===== src/rtl/accumulator_scheduler_if.sv =====
// Request/grant bundle between the requesting datapaths and the shared accumulator scheduler.
// The master side drives requests and samples; the slave side (the scheduler) returns grant and result.
interface accumulator_scheduler_if #(
  parameter int WIDTH = 4,
  parameter int NREQ  = 4,
  parameter int CNTW  = 4
);
  logic [NREQ-1:0]       req;
  logic [NREQ*CNTW-1:0]  len;
  logic [NREQ*WIDTH-1:0] din;
  logic [NREQ-1:0]       dvld;
  logic [NREQ-1:0]       gnt;
  logic [WIDTH-1:0]      q;
  logic                  ovf;
  logic [NREQ-1:0]       done;

  modport master (output req, len, din, dvld, input gnt, q, ovf, done);
  modport slave  (input req, len, din, dvld, output gnt, q, ovf, done);
endinterface


===== src/rtl/accumulator_scheduler.sv =====
// Round-robin owner of one unsigned accumulator: grants a requester, sums its burst, reports sum + done pulse.
// Define ACC_SAT_EN to saturate the accumulator instead of wrapping.
module accumulator_scheduler #(
  parameter int WIDTH = 4,
  parameter int NREQ  = 4,
  parameter int CNTW  = 4
) (
  input logic                    c,
  input logic                    clr_n,
  accumulator_scheduler_if.slave bus
);

  localparam int IDXW = $clog2(NREQ);

  typedef enum logic [1:0] {IDLE, ACCUM, FIN} state_t;

  state_t           state;
  logic [IDXW-1:0]  ptr;
  logic [IDXW-1:0]  g;
  logic [CNTW-1:0]  cnt;
  logic [WIDTH-1:0] acc;
  logic             acc_ovf;

  logic [IDXW-1:0]  cand;
  logic [IDXW-1:0]  sel;
  logic             found;
  logic [NREQ-1:0]  sel_hot;
  logic [NREQ-1:0]  g_hot;
  logic [CNTW-1:0]  len_sel;
  logic [WIDTH-1:0] din_g;
  logic             dvld_g;
  logic [WIDTH:0]   sum;
  logic [WIDTH-1:0] acc_nxt;
  logic             ovf_nxt;

  // Search starts one past the last owner so the requester that just finished ranks lowest.
  always_comb begin
    cand  = '0;
    sel   = '0;
    found = 1'b0;
    for (int k = 0; k < NREQ; k++) begin
      cand = IDXW'((int'(ptr) + k + 1) % NREQ);
      if (!found && bus.req[cand]) begin
        found = 1'b1;
        sel   = cand;
      end
    end
  end

  always_comb begin
    sel_hot = {{(NREQ-1){1'b0}}, 1'b1} << sel;
    g_hot   = {{(NREQ-1){1'b0}}, 1'b1} << g;
    len_sel = bus.len[sel*CNTW +: CNTW];
    din_g   = bus.din[g*WIDTH +: WIDTH];
    dvld_g  = bus.dvld[g];
    sum     = {1'b0, acc} + {1'b0, din_g};
    ovf_nxt = acc_ovf | sum[WIDTH];
`ifdef ACC_SAT_EN
    acc_nxt = sum[WIDTH] ? {WIDTH{1'b1}} : sum[WIDTH-1:0];
`else
    acc_nxt = sum[WIDTH-1:0];
`endif
  end

  // A zero-length burst skips ACCUM and reports a zero result directly.
  always_ff @(posedge c or negedge clr_n) begin
    if (!clr_n) begin
      state    <= IDLE;
      ptr      <= IDXW'(NREQ - 1);
      g        <= '0;
      cnt      <= '0;
      acc      <= '0;
      acc_ovf  <= 1'b0;
      bus.gnt  <= '0;
      bus.done <= '0;
      bus.q    <= '0;
      bus.ovf  <= 1'b0;
    end else begin
      case (state)
        IDLE: begin
          if (found) begin
            g       <= sel;
            cnt     <= len_sel;
            acc     <= '0;
            acc_ovf <= 1'b0;
            if (len_sel != '0) begin
              bus.gnt <= sel_hot;
              state   <= ACCUM;
            end else begin
              bus.q    <= '0;
              bus.ovf  <= 1'b0;
              bus.done <= sel_hot;
              state    <= FIN;
            end
          end
        end
        ACCUM: begin
          if (dvld_g) begin
            acc     <= acc_nxt;
            acc_ovf <= ovf_nxt;
            cnt     <= cnt - 1'b1;
            if (cnt == CNTW'(1)) begin
              bus.q    <= acc_nxt;
              bus.ovf  <= ovf_nxt;
              bus.gnt  <= '0;
              bus.done <= g_hot;
              state    <= FIN;
            end
          end
        end
        FIN: begin
          ptr      <= g;
          bus.done <= '0;
          state    <= IDLE;
        end
        default: state <= IDLE;
      endcase
    end
  end

endmodule


===== src/flat_wrapper.sv =====
// flat-port wrapper written by rule: the top's interface ports become plain ports
module accumulator_scheduler_flat 
#(
  parameter int WIDTH = 4,
  parameter int NREQ  = 4,
  parameter int CNTW  = 4
)
  (c, clr_n, bus_req, bus_len, bus_din, bus_dvld, bus_gnt, bus_q, bus_ovf, bus_done);
  accumulator_scheduler_if #(.WIDTH(WIDTH), .NREQ(NREQ), .CNTW(CNTW)) bus_i ();
  input logic c;
  input logic clr_n;
  input wire logic [$bits(bus_i.req)-1:0] bus_req;
  input wire logic [$bits(bus_i.len)-1:0] bus_len;
  input wire logic [$bits(bus_i.din)-1:0] bus_din;
  input wire logic [$bits(bus_i.dvld)-1:0] bus_dvld;
  output wire logic [$bits(bus_i.gnt)-1:0] bus_gnt;
  output wire logic [$bits(bus_i.q)-1:0] bus_q;
  output wire logic [$bits(bus_i.ovf)-1:0] bus_ovf;
  output wire logic [$bits(bus_i.done)-1:0] bus_done;
  assign bus_i.req = bus_req;
  assign bus_i.len = bus_len;
  assign bus_i.din = bus_din;
  assign bus_i.dvld = bus_dvld;
  assign bus_gnt = bus_i.gnt;
  assign bus_q = bus_i.q;
  assign bus_ovf = bus_i.ovf;
  assign bus_done = bus_i.done;
  accumulator_scheduler #(.WIDTH(WIDTH), .NREQ(NREQ), .CNTW(CNTW)) u_core (.c(c), .clr_n(clr_n), .bus(bus_i));
endmodule

===== config.mk =====
export PLATFORM = sky130hd
export DESIGN_NAME = accumulator_scheduler_flat
export DESIGN_NICKNAME = d
export VERILOG_FILES = /design/src/rtl/accumulator_scheduler_if.sv /design/src/rtl/accumulator_scheduler.sv /design/src/flat_wrapper.sv
export SDC_FILE = /design/constraint.sdc
export NUM_CORES = 1
export LEC_CHECK = 0
export ABC_AREA = 0
export BUFFER_PORTS_ARGS = -buffer_cell sky130_fd_sc_hd__buf_2
export CORE_MARGIN = 8
export CORE_UTILIZATION = 50
export DETAILED_ROUTE_END_ITERATION = 10
export PLACE_DENSITY = 0.87
export SYNTH_ARGS = -nofsm -noshare
export SYNTH_HDL_FRONTEND = slang
export SYNTH_SLANG_ARGS = --single-unit
export TNS_END_PERCENT = 1

===== constraint.sdc =====
create_clock -name c -period 3.7 [get_ports c]
set_input_delay 0.74 -clock c [delete_from_list [all_inputs] [get_ports c]]
set_output_delay 0.74 -clock c [all_outputs]
set_load 0.005 [all_outputs]

# == Word level (Yosys, flattened, before mapping) ==
# Index checks and enable logic that the tools add are counted.
# totals
reg_bits,28
latch_bits,0
ram_bits,0
romBits,0
wordCells,104
mem_count,0
# op_classes
n_addsub,8
n_mul,0
div,0
n_lt_le_gt_ge,5
eq_ne,8
shift,4
n_mux,52
n_bitwise,1
reduce_logical,16
# op_table
operator,count
$mux W4,16
$pmux W4 S2,4
$shiftx A16 B5 Y4,2
$mux W2,8
$lt A2 B3 Y1 const B,5
$mux W1,15
$reduce_and A5 Y1,3
$pmux W4 S3,1
$add A2 B2 Y2 const B,5
$bmux W1 S2,5
$ne A2 B1 Y1 const B,4
$shl A1 B2 Y4 const A,2
$reduce_and A3 Y1,2
$add A4 B4 Y5,1
$eq A4 B1 Y1 const B,1
$pmux W1 S2,2
$pmux W2 S2,1
$reduce_bool A4 Y1,1
$sub A4 B1 Y4 const B,1
$logic_and A1 B1 Y1,3
$logic_not A1 Y1,3
$reduce_bool A3 Y1,1
$add A2 B1 Y2 const B,1
$eq A2 B1 Y1 const B,1
other kinds (6),6

# == Longest topological paths before layout ==
# Gate-level depths: netlist of run 1.
# depth
word_depth,18
mapped_depth,9
depth_no_buf,8

# == Least setup slack after synthesis of run 1 ==
# No wires, ideal clock.
# synth_path
path_type,input to register
start,input port bus_din[12]
end,register u_core.bus.ovf
setup_ns,0.126
t_arrival_ns,2.639
t_required_ns,3.574
setup_slack_ns,0.935
cell_stages,8
path_buffers,0
path_cell_list,mux4_2 > ha_1 > fa_1 > a21o_1 > a211o_1 > nand3_1 > a21oi_1 > a221o_1
# synth_between
elab_chain_cells,6
# synth_rtl
item,line_no,source
"start, declared",flat_wrapper.sv:14,input wire logic [$bits(bus_i.din)-1:0] bus_din;
$shiftx A16 B5 Y4,accumulator_scheduler.sv:54,din_g = bus.din[g*WIDTH +: WIDTH];
$add A4 B4 Y5,accumulator_scheduler.sv:56,"sum = {1'b0, acc} + {1'b0, din_g};"
$or A1 B1 Y1,accumulator_scheduler.sv:57,ovf_nxt = acc_ovf | sum[WIDTH];
$mux W1,accumulator_scheduler.sv:102,if (cnt == CNTW'(1)) begin
$mux W1,accumulator_scheduler.sv:98,if (dvld_g) begin
$pmux W1 S2,accumulator_scheduler.sv:79,case (state)
"end signal, assigned",accumulator_scheduler.sv:104,bus.ovf <= ovf_nxt;
"end, declared",accumulator_scheduler_if.sv:18,"modport slave (input req, len, din, dvld, output gnt, q, ovf, done);"
# No other way between the ends. The select of a mux whose other input is x is not followed.
# A chain may end at the register's enable or synchronous reset.

# == Worst setup path in the final report of run 1 ==
# layout_path
start,register u_core.g[0]
end,register u_core.bus.ovf
# layout_between
elab_chain_cells,6
elab_cells_between_ends,10
classes_between,1 x add/sub; 1 x eq/ne; 1 x shift; 5 x mux; 1 x bitwise; 1 x reduce/logical
# layout_rtl
item,line_no,source
"start, declared",accumulator_scheduler.sv:19,logic [IDXW-1:0] g;
"start signal, assigned",accumulator_scheduler.sv:82,g <= sel;
$shiftx A16 B5 Y4,accumulator_scheduler.sv:54,
$add A4 B4 Y5,accumulator_scheduler.sv:56,
$or A1 B1 Y1,accumulator_scheduler.sv:57,
$mux W1,accumulator_scheduler.sv:102,
$mux W1,accumulator_scheduler.sv:98,
$pmux W1 S2,accumulator_scheduler.sv:79,
# Parallel ways exist; a longest one is shown, timed or not. The select of a mux whose other input is x is not followed.

==> results of run 1 <==
area by class of cell:
| class | instances | area, µm² | share of cell area [%] |
|---|---|---|---|
| multi-input cells | 139 | 1160 | 50.9 |
| flip-flops and latches | 28 | 703 | 30.9 |
| repair buffers | 54 | 270 | 11.9 |
| well taps | 48 | 60.1 | 2.64 |
| clock buffers | 4 | 55.1 | 2.42 |
| inverters | 8 | 30.0 | 1.32 |
power groups by stage:
stage	combinational, mW	clock [mW]	sequential (mW)
finish	1.16	0.202	0.585
global route	1.29	0.214	0.606
CTS	1.16	0.204	0.584
detailed placement	1.16	0	0.589
global placement	1.12	0	0.582
floorplan	0.931	0	0.535
path summary, 6_finish.rpt:
kind	start	end	slack [ns]	depth (start not counted)
min reg2reg	u_core.acc[2]$_DFFE_PN0P_	u_core.acc[2]$_DFFE_PN0P_	0.50	2
max	u_core.g[0]$_DFFE_PN0P_	u_core.bus.ovf$_DFFE_PN0P_	0.81	8
max reg2reg	u_core.g[0]$_DFFE_PN0P_	u_core.bus.ovf$_DFFE_PN0P_	0.81	8
min in group c	u_core.acc[2]$_DFFE_PN0P_	u_core.acc[2]$_DFFE_PN0P_	0.50	2
min	clr_n	u_core.acc[2]$_DFFE_PN0P_	0.45	1
max in group asynchronous	clr_n	u_core.state[1]$_DFFE_PN0P_	2.84	1
metrics by stage:
stage,std cells,hold WS [ns],area [µm²],setup WS [ns]
5_1_grt,281,0.500,2280,0.626
3_3_place_gp,277,0.466,2220,0.632
3_5_place_dp,277,0.472,2220,0.537
4_1_cts,281,0.473,2280,0.794
6_report,281,0.450,2280,0.806
2_1_floorplan,183,0.443,1930,0.935
registers in the layout, indices dropped and copies added, names as in the netlist:
name and flops:
u_core.cnt 4, u_core.acc_ovf 1, u_core.acc 4, u_core.bus.ovf 1
u_core.state 2, u_core.g 2, u_core.ptr 2, u_core.bus.done 4
u_core.bus.q 4, u_core.bus.gnt 4
cells in the mapped netlist (all sizes together) (2+ instances only):
| cell type | number | area, µm² |
|---|---|---|
| o32ai | 2 | 17.5 |
| buf | 2 | 12.5 |
| a22o | 5 | 43.8 |
| o22ai | 4 | 25.0 |
| nor2 | 9 | 33.8 |
| inv | 8 | 30.0 |
| mux4 | 5 | 113 |
| mux2i | 15 | 150 |
| dfstp | 2 | 52.6 |
| clkbuf | 6 | 22.5 |
| a21oi | 10 | 50.1 |
| a32o | 2 | 20.0 |
| o21ai | 9 | 48.8 |
| nor2b | 2 | 20.0 |
| nand3b | 2 | 15.0 |
| dfrtp | 26 | 651 |
| ha | 10 | 125 |
| a21o | 5 | 37.5 |
| nand2 | 14 | 52.6 |
| a221o | 4 | 40.0 |
| nand3 | 10 | 50.1 |
| nand2b | 9 | 56.3 |
| mux2 | 7 | 78.8 |
layout by cell type (no fill, tap or decap), types with 4 or more instances in the layout:
cell type and count:
a21oi_1 10, mux2_2 7, o22ai_1 4, mux2i_1 15, a22o_1 5, buf_2 54
inv_1 8, a221o_1 4, o21ai_0 8, a21o_1 5, nand2b_1 9, nand3_1 10
clkbuf_8 4, nor2_1 9, nand2_1 14, ha_1 10, dfrtp_1 26, mux4_2 5
kinds of logic (layout without fill, tap and decap cells):
family,after synthesis,in the layout,synth area share (%)
simple gates,51,51,13.6
xor+xnor,2,2,0.909
fa+ha+maj,11,11,7.53
buf+inv,16,66,3.38
flops,28,28,36.5
mux,27,27,17.7
compound gates,48,48,20.3
layer usage:
layer	global-route usage, %	up-vias	part of all wire [%]
met1	19.9	783	45
li1	-	780	-
met5	0	-	0
met4	9.26	0	2.8
met3	4.10	10	6.5
met2	24.6	67	46
==> out/results.ini, run 1 <==
[run_status]
status=complete, no violations

[power]
p_clk_share_pct=10.3
power_mw=1.95
power_density_mw_per_mm2=856
p_leak_nw=1.14
p_comb_share_pct=59.7
p_sw_share_pct=44.5
irDropWorstVdd_mv=0.344
p_sw_mw=0.868
p_int_mw=1.08
seqPwrFrac_pct=30.0

[floorplanning]
fp-row-count=22
die_area_mm2=0.00610
start_util_pct=52.2
num_io_pins=55
die_w_um=78.1
core_area_mm2=0.00369
die_y_um=78.1

[layout]
syn_to_final_growth_pct=18.2
final.fill_count=334
fin_util_pct=61.7
drive_above_1_share_pct=33.9
final_nets=287
diodes=0

[placement]
gp_congestion=0.869
portBuffers=54
place_hpwl_mm=3.66

[logic_synthesis]
synthFlopType=dfrtp_1
synth_seq_area_share_pct=36.5
synth_warnings=0
synth_area_mm2=0.00193
postSynth.asyncResetShare_pct=100
ys_types=41
synth_seq_cells=28
synth-edff-count=0
synthCells=183
syn_nets=236
synth.avg_cell_area_um2=10.5

[global_routing]
antenna_found_initial=0
grt_max_degree=29
grt_pass1_vias=1693
grtUsageTotal_pct=16.0
grt_pass1_wl_mm=8.01
grt.overflow.total=0

[clock_network]
clockBufferDepth=2
postCtsHoldBufs=0
cts_tree=yes
cts_sinks=28
clock_latency_ns=0.29
postCtsSetupBuffers=0
path_clk_slew_ns=0.10
root_buffer=clkbuf_8
cts_made_buffers=3
ctsResizeCount=0
h-tree-depth=1

[critical_path]
slowest_stage=dfrtp_1
crit_buf_inv=0
crit_family=compound AO/OA/AOI/OAI gates
required_ns=3.89
max_stage_delay_ns=0.63
start_kind=register
crit_path_end_kind=register
crit_path_max_fanout=9
arrival_ns=3.08
path_cells=mux4_2 -> ha_1 -> fa_1 -> a21o_1 -> a211o_1 -> nand3_1 -> a21oi_1 -> a221o_1
crit_type=reg -> reg

[routing]
drtIter0Drc=110
dr.pass1.iters=4
routed_wirelength_mm=4.69
via_per_inst=5.84
ant_nets=0
wl_per_cell_um=16.7
vias=1640
drc=0

[run]
drv_cap=0

[timing]
max_freq_ghz=0.345
layout_min_cycle_time_ns=2.89
relSlewSlack_pct=45.5
grt_setup_unrepaired=no
drv_slew=0
finalSetupViolations=0
worst_pin_slew_ns=0.818
tns_ns=0
skew_ns=0.00547
hold_viol=0
finalCritPeriodShare_pct=78.2

[worst_hold_path]
min_path_type=in -> async

(Power assumes the default switching activity.)
==> inputs of run 2 (changes only) <==
Settings changed: ABC_AREA 0 to 1, PLACE_DENSITY 0.87 to 0.86.
Clock period 3.7 ns to 2.7 ns, I/O delays scaled along.
==> run 2 against run 1 <==
Net effect:
- sequential share of layout area shrank 3.3 points
- area after synthesis grew 11%
- first-iteration DRC count grew 33%
- via count grew 39%
- final area grew 12%
- die area grew 8.8%
- flip-flop and latch count is the same
- hold slack lost 0.19 ns
- wire length grew 17%
- combinational power grew 120%
- critical path depth grew 9
- maximum frequency grew 15%
- critical path type unchanged
==> out/results.ini, run 2 <==
[timing]
layout_min_cycle_time_ns=2.53
hold_viol=0
drv_slew=0
whs_ns=0.264
finalCritPeriodShare_pct=93.6
worst_pin_slew_ns=0.624
finalSetupViolations=0
skew_ns=0.00390
relSlewSlack_pct=58.4
max_freq_ghz=0.396

[routing]
ant_nets=0
vias=2274
routed-wl-met3_um=483
dr.pass1.iters=5
met2WireLength_mm=2.57
top_layer_used=met4
via_per_inst=5.53
drc=0
wl_per_cell_um=13.4
drtIter0Drc=146
routed_wirelength_mm=5.51
wl_met1_mm=2.41

[run_status]
status=complete, no violations

[placement]
place_hpwl_mm=4.31
dp.cells=403
gp_congestion=0.937
portBuffers=54

[clock_network]
h-tree-depth=1
postCtsHoldBufs=0
cts_tree=yes
clock_latency_ns=0.28
cts_sinks=28
cts_made_buffers=3
clockBufferDepth=2
path_clk_slew_ns=0.10
root_buffer=clkbuf_8

[power]
p_sw_share_pct=53.9
power_mw=3.61
p_leak_nw=1.45
p_comb_share_pct=70.6
power_density_mw_per_mm2=1420
p_clk_share_pct=9.2
seqPwrFrac_pct=20.1
irDropWorstVdd_mv=0.849
p_sw_mw=1.95
p_int_mw=1.67

[critical_path]
crit_buf_inv=2
crit_family=simple AND/OR/NAND/NOR gates
crit_type=reg -> reg
slowest_stage=dfstp_2
crit_path_end_kind=register
crit_path_max_fanout=12
cp_common_cell=nand2_1
path_cells=clkbuf_2 -> nand2_1 -> nand2_2 -> nand2_1 -> nand2_2 -> nor2_4 -> and3_1 -> nor2_4 -> inv_2 -> nand2_1 -> nand2_1 -> nor2_4 -> nand2_2 -> nand2_4 -> nand3_1 -> nand2_1 -> nand2_1
start_kind=register
arrival_ns=2.70
required_ns=2.87
max_stage_delay_ns=0.62
r2r_cells=17
crit_cells=17

[logic_synthesis]
syn_nets=358
synthFlopType=dfrtp_1
synth_top_cell_area_share_pct=30.4
synth.avg_cell_area_um2=7.02
synth_common_cells=nand2_1, dfrtp_1, nand3_1, inv_1, nand4_1
synth_warnings=0
yosys.cell_count.top_type=nand2_1
netlist_top_cells_area=dfrtp_1, nand2_1, ha_1
postSynth.asyncResetShare_pct=100
synth_largest_area_cell=dfrtp_1
synth_area_mm2=0.00214
ys_types=32
synth_seq_area_share_pct=32.8
synth-edff-count=0
synthCells=305
synth_seq_cells=28

[floorplanning]
fp-row-count=23
num_io_pins=55
die_w_um=81.4
die_y_um=81.4
start_util_pct=52.8
core_area_mm2=0.00406
die_area_mm2=0.00663

[layout]
final_nets=415
syn_to_final_growth_pct=19.0
fin_util_pct=62.8
final.fill_count=350
final_cell_mix=nand2_1, buf_2, dfrtp_1, nand3_1, inv_1
final_common_cell=nand2_1
diodes=0
stdcell_count=411
drive_above_1_share_pct=26.9

[global_routing]
grt_max_degree=29
grt.overflow.total=0
grtUsageTotal_pct=16.6
antenna_found_initial=0
grt_pass1_vias=2077
grt_pass1_wl_mm=8.98

[run]
drv_cap=0

[worst_hold_path]
min_path_type=in -> async

-- run 2: cell count changes in the layout (fill, tap and decap cells not counted), moves of 6 or more --
cell,delta
nand2_2,+13
nand2b_1,-9
a22oi_1,+6
nand2_1,+106
mux2i_1,-15
nand3_1,+11
buf_4,+6
nand4_1,+13
mux2_2,-7
inv_1,+12
-- run 2: stage by stage --
stage | TNS [ns] | setup slack (ns) | cell area, µm²
final | 0 | 0.173 | 2550
after global routing | -0.0128 | -0.0128 | 2550
after CTS | 0 | 0.0898 | 2500
after floorplan | 0 | 0.568 | 2140
after global placement | 0 | 0.240 | 2430
after detailed placement | 0 | 0.114 | 2430
-- run 2: worst paths after layout --
kind | from | end | slack (ns)
worst max-delay path | u_core.ptr[0]$_DFFE_PN1N_ | u_core.bus.done[3]$_DFFE_PN0P_ | 0.17
worst min-delay path | clr_n | u_core.bus.ovf$_DFFE_PN0P_ | 0.26
worst max register to register | u_core.ptr[0]$_DFFE_PN1N_ | u_core.bus.done[3]$_DFFE_PN0P_ | 0.17
worst min register to register | u_core.bus.q[0]$_DFFE_PN0P_ | u_core.bus.q[0]$_DFFE_PN0P_ | 0.47
max in group asynchronous | clr_n | u_core.state[1]$_DFFE_PN0P_ | 2.03
min in group c | u_core.bus.q[0]$_DFFE_PN0P_ | u_core.bus.q[0]$_DFFE_PN0P_ | 0.47
-- run 2: cell families after synthesis --
logic type / after synthesis / share of synthesized area, %
DFF: 28 / 32.8
and+or+nand+nor: 192 / 41.1
AOI/OAI and AO/OA: 35 / 9.88
xor gates and xnor gates: 3 / 1.23
adders and majority gates: 11 / 6.78
buffers and inverters: 36 / 8.12
-- run 2: final cells by class --
class / instances / area (µm²) / share of cell area, %
flip-flops and latches: 28 / 703 / 27.6
inverters: 27 / 106 / 4.17
multi-input cells: 241 / 1280 / 50.4
clock buffers: 3 / 41.3 / 1.62
well taps: 50 / 62.6 / 2.46
clock inverters: 1 / 30.0 / 1.18
repair buffers: 61 / 320 / 12.6
-- run 2: per-layer routing --
metal	vias up	track usage [%]
met4	0	4.46
met3	10	4.26
met2	105	26.3
met5	-	0
met1	1044	22.1
li1	1115	-
-- run 2: power by group through the flow --
stage	Combinational, mW	Clock, mW	Sequential (mW)
after floorplan	2.02	0	0.682
after global placement	2.33	0	0.733
after detailed placement	2.41	0	0.742
after CTS	2.43	0.341	0.735
after global routing	2.86	0.355	0.746
final	2.55	0.333	0.727
-- run 2: what timing repair did --
action	CTS	global route
gates resized for setup	0	3
buffers inserted	0	4
setup endpoints to repair	0	13
==> inputs of run 3 (changes only) <==
Settings changed: CORE_MARGIN 8 to 3, RECOVER_POWER set to 50.
==> run 3 against run 2 <==
Net effect:
- the run now ends with max-capacitance violations, max-slew violations left
- hold slack improved by 0.21 ns
- power about the same
- via count fell by 5.7%
- register-to-register slack better by 0.04 ns
- clock skew up 0.0037 ns
- first-iteration DRC count up 8.9%
- highest routed layer unchanged
==> out/results.ini, run 3 (synthesis gave the netlist of run 2 again) <==
[critical_path]
regToRegSetupSlack_ns=0.22
r2r_cells=17
crit_type=reg -> reg
arrival_ns=2.66
required_ns=2.88
crit_path_end_kind=register
start_kind=register
rr_endpoint=u_core.bus.q[0]$_DFFE_PN0P_
r2r_start=u_core.ptr[0]$_DFFE_PN1N_
crit_path_max_fanout=12

[clock_network]
postCtsHoldBufs=0
cts_made_buffers=3
h-tree-depth=1
cts_sinks=28
clock_latency_ns=0.28
clockBufferDepth=2
root_buffer=clkbuf_8
path_clk_slew_ns=0.10
cts_tree=yes

[worst_hold_path]
hold_start=u_core.bus.done[1]$_DFFE_PN0P_
worst_hold_path.num_cells=2
hold_end=u_core.bus.done[1]$_DFFE_PN0P_
min_path_type=reg -> reg

[power]
p_comb_share_pct=70.6
irDropWorstVdd_mv=0.844
p_int_mw=1.68
p_leak_nw=1.45
seqPwrFrac_pct=20.1
p_sw_mw=1.93
p_sw_share_pct=53.4
p_clk_share_pct=9.3
power_density_mw_per_mm2=1420
power_mw=3.61

[timing]
relSlewSlack_pct=-1.25
grt_setup_unrepaired=no
setup_ws_ns=0.215
worst_pin_slew_ns=1.52
tns_ns=0
hold_viol=0
finalCritPeriodShare_pct=92.0
finalSetupViolations=0
skew_ns=0.00758
drv_slew=29
layout_min_cycle_time_ns=2.48
max_freq_ghz=0.402

[floorplanning]
fp-row-count=23
num_io_pins=55
die_w_um=71.4
start_util_pct=52.8
die_y_um=71.4
die_area_mm2=0.00510
core_area_mm2=0.00406

[routing]
drc=0
vias=2145
ant_nets=0
dr.pass1.iters=4
routed_wirelength_mm=5.11
wl_per_cell_um=12.4
via_per_inst=5.22
drtIter0Drc=159

[layout]
stdcell_count=411
multiInputGateArea_mm2=0.00128
diodes=0
fin_util_pct=62.8
final_cell_mix=nand2_1, buf_2, dfrtp_1, inv_1, nand3_1
drive_above_1_share_pct=26.9
syn_to_final_growth_pct=19.1
final_common_cell=nand2_1
final_nets=415
seq_area_um2=703
final.fill_count=356

[run_status]
violations=max-capacitance violations, max-slew violations
status=complete, but fails checks

[placement]
dp.cells=403
gp_congestion=0.959
place_hpwl_mm=3.88
post-place-ws_ns=0.106
portBuffers=54

[run]
drv_cap=1

[global_routing]
grt_max_degree=29
grt.overflow.total=0
grtUsageTotal_pct=20.7
grt_pass1_wl_mm=8.70
grt_pass1_vias=2015
antenna_found_initial=0

-- run 3: critical path, cell delays in order, from the launching register on --
cell	delay, ns
dfstp_2	0.63
buf_4	0.17
nand2_1	0.06
nand2_2	0.08
nand2_1	0.06
nand2_2	0.09
inv_2	0.05
and3_1	0.19
nor2_4	0.19
inv_2	0.09
nand2_1	0.07
nand2_1	0.09
nor2_4	0.12
nand2_2	0.08
nand2_4	0.14
nand3_2	0.13
nand2_1	0.09
nand2_1	0.04
-- run 3: per-stage QoR --
stage / area [µm²] / hold slack, ns
after global placement: 2430 / 0.453
after global routing: 2550 / 0.496
after CTS: 2500 / 0.289
final: 2550 / 0.471
after detailed placement: 2430 / 0.454
after floorplan: 2140 / 0.244
-- run 3: how the worst max path moves through the flow --
stage	startpoint	slack, ns	depth (start not counted)	to
after floorplan	u_core.ptr[0]$_DFFE_PN1N_	0.57	20	u_core.bus.q[1]$_DFFE_PN0P_
after detailed placement	u_core.ptr[0]$_DFFE_PN1N_	0.11	17	u_core.bus.done[3]$_DFFE_PN0P_
after CTS	u_core.ptr[0]$_DFFE_PN1N_	0.09	18	u_core.bus.done[3]$_DFFE_PN0P_
final	u_core.ptr[0]$_DFFE_PN1N_	0.22	17	u_core.bus.q[0]$_DFFE_PN0P_
after global routing	u_core.ptr[0]$_DFFE_PN1N_	0.009	17	u_core.bus.q[3]$_DFFE_PN0P_
after global placement	u_core.ptr[0]$_DFFE_PN1N_	0.24	17	u_core.bus.done[2]$_DFFE_PN0P_
-- run 3: power groups by stage --
stage                     registers, mW  logic (mW)  clock network [mW]
final                             0.725        2.55               0.337
after global routing              0.748        2.89               0.362
after CTS                         0.731        2.41               0.346
after detailed placement          0.738        2.39                   0
after global placement            0.735        2.32                   0
after floorplan                   0.682        2.02                   0
-- run 3: area by class of cell --
class / instances / share of cell area, %
tap: 50 / 2.45
multi-input combinational: 241 / 50.4
clock buffer: 3 / 1.62
timing repair buffer: 61 / 12.6
clock inverter: 1 / 1.18
sequential: 28 / 27.6
inverter: 27 / 4.17
-- run 3: per-layer routing --
layer  vias to the layer above  track usage, %  part of all wire, %
met3                         6            3.65                  7.3
met1                       962            29.6                   46
li1                       1105               -                    -
met5                         -               0                    0
met2                        72            32.6                   46
met4                         0            5.22                 0.78
-- run 3: repair_timing --
item,CTS,global route
gates resized for setup,0,5
buffers inserted,0,4
endpoints found under the setup margin,0,15
